[src/rtl/mem_stage_pkg.sv]
// mem_stage_pkg: widths and access-type decode shared by the MEM stage.
// Store buffer option: MEM_STORE_BUF_EN (see mem_access_stage).
package mem_stage_pkg;

    localparam int MS_DATA_W = 16;
    localparam int MS_ADDR_W = 16;
    localparam int MS_IDX_W  = 4;
    localparam int MS_RD_W   = 3;

    typedef enum logic [1:0] {
        ACC_NONE,
        ACC_LOAD,
        ACC_STORE
    } acc_t;

    // Load takes priority when both type bits are set.
    function automatic acc_t acc_decode(
        input logic ld,
        input logic st,
        input logic go
    );
        acc_t a;
        a = ACC_NONE;
        unique case (1'b1)
            go && ld:        a = ACC_LOAD;
            go && st && !ld: a = ACC_STORE;
            default:         a = ACC_NONE;
        endcase
        return a;
    endfunction

endpackage

[src/rtl/mem_access_stage_if.sv]
// mem_access_stage_if: single shared data-memory port.
// master = MEM stage, slave = data memory.
interface mem_access_stage_if
    import mem_stage_pkg::*;
#(
    parameter int ADDR_W = MS_ADDR_W,
    parameter int DATA_W = MS_DATA_W
);
    logic              read_mem;
    logic              write_mem;
    logic [ADDR_W-1:0] rw_address;
    logic [DATA_W-1:0] write_data;
    logic [DATA_W-1:0] read_data;

    modport master (
        output read_mem,
        output write_mem,
        output rw_address,
        output write_data,
        input  read_data
    );

    modport slave (
        input  read_mem,
        input  write_mem,
        input  rw_address,
        input  write_data,
        output read_data
    );
endinterface

[src/rtl/mem_store_buf.sv]
// mem_store_buf: one-entry store buffer with index-match load forwarding.
// Drains whenever the port is not taken by an accepted load.
module mem_store_buf
    import mem_stage_pkg::*;
#(
    parameter int DATA_W    = MS_DATA_W,
    parameter int ADDR_W    = MS_ADDR_W,
    parameter int MEM_IDX_W = MS_IDX_W
) (
    input  logic                 clk,
    input  logic                 rst_n,
    input  logic                 st_en,
    input  logic [ADDR_W-1:0]    st_addr,
    input  logic [DATA_W-1:0]    st_data,
    input  logic                 ld_en,
    input  logic [MEM_IDX_W-1:0] ld_idx,
    input  logic [DATA_W-1:0]    rd_data,
    output logic                 drain,
    output logic [ADDR_W-1:0]    drain_addr,
    output logic [DATA_W-1:0]    drain_data,
    output logic [DATA_W-1:0]    ld_data
);
    logic              vld;
    logic [ADDR_W-1:0] addr_q;
    logic [DATA_W-1:0] data_q;
    logic              hit;

    assign drain      = vld && !ld_en;
    assign drain_addr = addr_q;
    assign drain_data = data_q;

    // Memory only decodes the low index bits, so match on those.
    assign hit     = vld && (ld_idx == addr_q[MEM_IDX_W-1:0]);
    assign ld_data = hit ? data_q : rd_data;

    always_ff @(posedge clk or negedge rst_n) begin
        if (!rst_n) begin
            vld    <= 1'b0;
            addr_q <= '0;
            data_q <= '0;
        end else if (st_en) begin
            vld    <= 1'b1;
            addr_q <= st_addr;
            data_q <= st_data;
        end else if (drain) begin
            vld    <= 1'b0;
        end
    end
endmodule

[src/rtl/mem_access_stage.sv]
// mem_access_stage: MEM pipeline stage, sole master of the data memory port.
// Define MEM_STORE_BUF_EN to decouple stores through a one-entry buffer.
module mem_access_stage
    import mem_stage_pkg::*;
#(
    parameter int DATA_W     = MS_DATA_W,
    parameter int ADDR_W     = MS_ADDR_W,
    parameter int MEM_IDX_W  = MS_IDX_W,
    parameter int REG_ADDR_W = MS_RD_W
) (
    input  logic                  clk,
    input  logic                  rst_n,
    input  logic                  in_valid,
    output logic                  in_ready,
    input  logic                  in_load,
    input  logic                  in_store,
    input  logic [ADDR_W-1:0]     in_addr,
    input  logic [DATA_W-1:0]     in_wdata,
    input  logic [DATA_W-1:0]     in_alu_result,
    input  logic [REG_ADDR_W-1:0] in_rd,
    input  logic                  in_regwrite,
    mem_access_stage_if.master    mem,
    output logic                  out_valid,
    input  logic                  out_ready,
    output logic [DATA_W-1:0]     out_data,
    output logic [REG_ADDR_W-1:0] out_rd,
    output logic                  out_regwrite
);
    acc_t              acc;
    logic              acc_any;
    logic              ld_acc;
    logic              st_acc;
    logic [DATA_W-1:0] ld_data;

    assign in_ready = !out_valid || out_ready;
    assign acc_any  = in_valid && in_ready;
    assign acc      = acc_decode(in_load, in_store, acc_any);
    assign ld_acc   = (acc == ACC_LOAD);
    assign st_acc   = (acc == ACC_STORE);

`ifdef MEM_STORE_BUF_EN
    logic              drain;
    logic [ADDR_W-1:0] drain_addr;
    logic [DATA_W-1:0] drain_data;

    mem_store_buf #(
        .DATA_W    (DATA_W),
        .ADDR_W    (ADDR_W),
        .MEM_IDX_W (MEM_IDX_W)
    ) u_sbuf (
        .clk        (clk),
        .rst_n      (rst_n),
        .st_en      (st_acc),
        .st_addr    (in_addr),
        .st_data    (in_wdata),
        .ld_en      (ld_acc),
        .ld_idx     (in_addr[MEM_IDX_W-1:0]),
        .rd_data    (mem.read_data),
        .drain      (drain),
        .drain_addr (drain_addr),
        .drain_data (drain_data),
        .ld_data    (ld_data)
    );

    // Accepted load owns the port; otherwise the buffer may drain.
    assign mem.read_mem   = ld_acc;
    assign mem.write_mem  = drain;
    assign mem.rw_address = ld_acc ? in_addr
                          : (drain ? drain_addr : '0);
    assign mem.write_data = drain ? drain_data : '0;
`else
    assign mem.read_mem   = ld_acc;
    assign mem.write_mem  = st_acc;
    assign mem.rw_address = (ld_acc || st_acc) ? in_addr : '0;
    assign mem.write_data = st_acc ? in_wdata : '0;
    assign ld_data        = mem.read_data;
`endif

    always_ff @(posedge clk or negedge rst_n) begin
        if (!rst_n) begin
            out_valid    <= 1'b0;
            out_data     <= '0;
            out_rd       <= '0;
            out_regwrite <= 1'b0;
        end else if (acc_any) begin
            out_valid    <= 1'b1;
            out_data     <= ld_acc ? ld_data : in_alu_result;
            out_rd       <= in_rd;
            out_regwrite <= in_regwrite && !st_acc;
        end else if (out_ready) begin
            out_valid    <= 1'b0;
        end
    end
endmodule

[src/flat_wrapper.sv]
// flat-port wrapper written by rule: the top's interface ports become plain ports
module mem_access_stage_flat import mem_stage_pkg::*;
#(
    parameter int DATA_W     = MS_DATA_W,
    parameter int ADDR_W     = MS_ADDR_W,
    parameter int MEM_IDX_W  = MS_IDX_W,
    parameter int REG_ADDR_W = MS_RD_W
)
  (clk, rst_n, in_valid, in_ready, in_load, in_store, in_addr, in_wdata, in_alu_result, in_rd, in_regwrite, out_valid, out_ready, out_data, out_rd, out_regwrite, mem_read_mem, mem_write_mem, mem_rw_address, mem_write_data, mem_read_data);
  mem_access_stage_if #(.ADDR_W(ADDR_W), .DATA_W(DATA_W)) mem_i ();
  input  logic clk;
  input  logic rst_n;
  input  logic in_valid;
  output logic in_ready;
  input  logic in_load;
  input  logic in_store;
  input  logic [ADDR_W-1:0] in_addr;
  input  logic [DATA_W-1:0] in_wdata;
  input  logic [DATA_W-1:0] in_alu_result;
  input  logic [REG_ADDR_W-1:0] in_rd;
  input  logic in_regwrite;
  output logic out_valid;
  input  logic out_ready;
  output logic [DATA_W-1:0] out_data;
  output logic [REG_ADDR_W-1:0] out_rd;
  output logic out_regwrite;
  output wire logic [$bits(mem_i.read_mem)-1:0] mem_read_mem;
  output wire logic [$bits(mem_i.write_mem)-1:0] mem_write_mem;
  output wire logic [$bits(mem_i.rw_address)-1:0] mem_rw_address;
  output wire logic [$bits(mem_i.write_data)-1:0] mem_write_data;
  input wire logic [$bits(mem_i.read_data)-1:0] mem_read_data;
  assign mem_read_mem = mem_i.read_mem;
  assign mem_write_mem = mem_i.write_mem;
  assign mem_rw_address = mem_i.rw_address;
  assign mem_write_data = mem_i.write_data;
  assign mem_i.read_data = mem_read_data;
  mem_access_stage #(.DATA_W(DATA_W), .ADDR_W(ADDR_W), .MEM_IDX_W(MEM_IDX_W), .REG_ADDR_W(REG_ADDR_W)) u_core (.clk(clk), .rst_n(rst_n), .in_valid(in_valid), .in_ready(in_ready), .in_load(in_load), .in_store(in_store), .in_addr(in_addr), .in_wdata(in_wdata), .in_alu_result(in_alu_result), .in_rd(in_rd), .in_regwrite(in_regwrite), .mem(mem_i), .out_valid(out_valid), .out_ready(out_ready), .out_data(out_data), .out_rd(out_rd), .out_regwrite(out_regwrite));
endmodule
[config.mk]
export PLATFORM = sky130hd
export DESIGN_NAME = mem_access_stage_flat
export DESIGN_NICKNAME = d
export VERILOG_FILES = /design/src/rtl/mem_stage_pkg.sv /design/src/rtl/mem_access_stage_if.sv /design/src/rtl/mem_store_buf.sv /design/src/rtl/mem_access_stage.sv /design/src/flat_wrapper.sv
export SDC_FILE = /design/constraint.sdc
export NUM_CORES = 1
export LEC_CHECK = 0
export CORE_ASPECT_RATIO = 1.1
export CORE_MARGIN = 2
export CORE_UTILIZATION = 30
export CTS_BUF_LIST = sky130_fd_sc_hd__clkbuf_4
export CTS_CLUSTER_DIAMETER = 80
export DETAILED_ROUTE_END_ITERATION = 8
export PLACE_DENSITY = 0.82
export SYNTH_ARGS = -nofsm -noshare
export SYNTH_HDL_FRONTEND = slang
export SYNTH_SLANG_ARGS = --single-unit
export TNS_END_PERCENT = 20
[constraint.sdc]
create_clock -name clk -period 3.7 [get_ports clk]
set_input_delay 0.74 -clock clk [delete_from_list [all_inputs] [get_ports clk]]
set_output_delay 0.74 -clock clk [all_outputs]
set_load 0.005 [all_outputs]
==> impl_results.md <==
* Status: finished, final reports clean
* PwrDens at around 250 nW/um^2
* Crit-path most repeated cell: clkdlybuf4s50_1
* Period utilization at a little over nine tenths
* Pin count of the biggest net entering global routing at 22
* Via density at between 4 and 5
* Max-Cap Viols at 0
* Crit. End Element: output pin
* Skew final at about 14 ps
* Critical path required time at around 3000 ps
* Reg-to-Reg Start: u_core.out_valid
* Hold_sp: u_core.out_rd[0]
* Root buf cell: clkbuf_4
* Maximum VDD drop at approximately 230 uV
* Syn nets at 203
* Number of remaining DRC errors at 0
* ANT nets after route at 0
* CTS Hold Bufs at 0
* First-pass GRT wire length at 6330 um
* Clock slew at reported path FFs at between 100 and 150 ps
* Number of buffers on the longest clock path at 2
* Post-synth top cells: a21oi_1 (23), dfrtp_1 (21), nor2b_1 (17)
* Die width at about 67 um
* CP Cell Sequence: clkdlybuf4s50_1 > nand2b_4 > and2_4 > nand3b_1 > ha_1 > nor2b_1 > clkdlybuf4s50_1
* Worst setup path category: in -> out
* NumNets Final at between 300 and 400
* Comb pwr share at between 40% and 50%
* Clock Latency Late Sink at slightly above 300 ps
* Setup violations, final at 0
* Part of the power in registers at 42.0%
* Placement Setup Slack at 184 ps
* Minimum clock period at roughly 3500 ps
* Syn avg cell area at 10.3 um^2
* Critical path arrival at 2760 ps
* Initial DRT Pass Iterations at 4
* Average wire per cell in the routed design at about 13 um
* Simple-gate share of the synthesized area at about a fifth
* Worst setup SP type: input port
* Slowest cell delay on critical path at 530 ps
* Worst-path maximum fanout at 16
* Post-synthesis xor/xnor area fraction at 0%
* Synth warn at 0
* Worst hold path class: reg -> reg
* Clock network power share at roughly 17%
* Num CTS Buffers at 3
* Switch Pwr at 174 uW
* Post-Synth Adder-Cell Area at 2.89%
* Grt ovf at 0
* DR vias at ~1,400
* Aggregate negative setup slack at 0 ps
* Initial DRC Count at 27
* Non-Filler Instances at between 300 and 400
* Post-synth ARST share at between 90% and 100%
* Sequential fraction of the synthesis area at 40.4%
* Area leader, netlist: dfrtp_1
* # placed instances at approximately 300
* RSZ-0062 raised after global routing: false
* # IOs at 130
* GP Congestion at 0.711
* Ys flop type: dfrtp_1
* Hpwl dp at 3370 um
* Unique cell type count in the Yosys netlist at 20
* Diodes inserted at 0
* # port buffers at between 100 and 150
* Final WS setup at between 200 and 250 ps
* Row count at 25
* Cell Area, Synth at 1300 um^2
* Achievable frequency at 286 MHz
* Yosys top cell area share at 40.4%
* Core area at roughly 4200 um^2
* Synth Area in Compound Gates at between 10% and 20%
* Tot GR Track Use at approximately 17%
* PostCTS Resize Cnt at 0
* P_leak at roughly 1.0 nW
* Switch share at a little over a quarter
* Initial antenna violation count at 0
* Post-CTS setup buffer count at 0
* Number of global-route vias before repair at ~1,400
* H-tree Lvls at 1
* Post-Route WL at slightly above 4000 um
* FF+latch count, synth at 21
* Initial core utilization at approximately 31%
* CP max stage cell: clkdlybuf4s50_1
* Worst slew margin at 39.6%
* Worst-Margin Slew at around 900 ps
* Final Max Tran Viols at 0
* Post-Syn Instances at about 130
* Count leader, synth: a21oi_1
* Final Hold Violating Endpoints at 0
* Filler cell count at between 300 and 400
* Number of flops mapped to enable cells by yosys at 0
* Finished Core Util at around 63%
* Mux cell area share after synthesis at around 16%
* Full die area at approximately 4900 um^2
* Largest cells by area after synthesis: dfrtp_1 (40%), mux2i_1 (12%), a21oi_1 (8.9%)
* Internal power at approximately 490 uW
* Die H at between 70 and 80 um
* Clock Sink Count at 21
* Area growth from synthesis to layout at 104%
* CTS tree: built
* Share of cells above drive strength 1 at 9.45%
* Worst setup startpoint: out_ready
* Largest family of logic cells by synthesized area: simple AND/OR/NAND/NOR gates
==> worst max-delay path, delay by kind of cell <==
kind	cells	cell delay (ps)
buffers and inverters	2	1000
AND/OR/NAND/NOR	4	560
adder cells (fa/ha/maj)	1	470
==> area by class of cell <==
class                           count  area [um^2]  area share (%)
Clock buffer                        3         22.5           0.849
Clock inverter                      1         7.51           0.283
Inverter                            1         3.75           0.141
Multi-Input combinational cell     94          698            26.3
Sequential cell                    21          526            19.8
Tap cell                           54         67.6            2.55
Timing Repair Buffer              134         1330            50.1
==> path summary, 6_finish.rpt <==
path | end | slack, ps | cells past startpoint
setup / recovery | mem_rw_address[1] | 200 | 7
hold / removal | u_core.out_rd[0] | 520 | 1
setup reg to reg | u_core.out_data[12] | 2050 | 7
hold reg to reg | u_core.out_rd[0] | 520 | 1
max in group asynchronous | u_core.out_data[13] | 2210 | 1
min in group asynchronous | u_core.out_data[14] | 930 | 1
==> power by group through the flow <==
stage	logic (mW)	registers [mW]	clock network [mW]
after floorplan	0.0888	0.287	0
final	0.276	0.280	0.111
after global routing	0.299	0.285	0.126
after detailed placement	0.280	0.285	0
after global placement	0.277	0.284	0
after CTS	0.281	0.281	0.120
==> metal layers <==
metal / up-vias / part of all wire [%] / track usage, %
li1: 680 / - / -
met1: 624 / 38 / 18.9
met2: 51 / 54 / 31.1
met3: 6 / 6.8 / 4.78
met4: 0 / 1.2 / 4.08
met5: - / 0 / 0
==> placed cells by master, fill, tap and decap left out <==
cell	count
a21oi_1	23
a21oi_2	9
and2_1	16
and2_4	1
and3_1	1
and3b_1	1
buf_4	5
clkbuf_4	3
clkdlybuf4s50_1	129
clkinvlp_4	1
dfrtp_1	21
ha_1	3
inv_1	1
mux2_2	3
mux2_4	1
mux2i_1	16
nand2b_1	1
nand2b_4	1
nand3b_1	1
nor2b_1	17
==> cell families after synthesis <==
logic type / Yosys count
AND/OR/NAND/NOR: 39
adder cells (fa/ha/maj): 3
flip-flops: 21
multiplexers: 20
buffers and inverters: 11
AO/OA/AOI/OAI: 32
==> metrics by stage <==
stage | power, mW | cell area (um^2) | hold WS (ps)
5_1_grt | 0.710 | 2650 | 538
6_report | 0.667 | 2650 | 516
3_3_place_gp | 0.561 | 2620 | 491
4_1_cts | 0.683 | 2650 | 524
3_5_place_dp | 0.565 | 2620 | 498
2_1_floorplan | 0.376 | 1300 | 444
==> state kept, by name, summed over array words and instances, names as in the netlist <==
signal and flops:
u_core.out_rd 3, u_core.out_valid 1, u_core.out_data 16, u_core.out_regwrite 1
No activity file was read; power rests on OpenSTA's default activity.
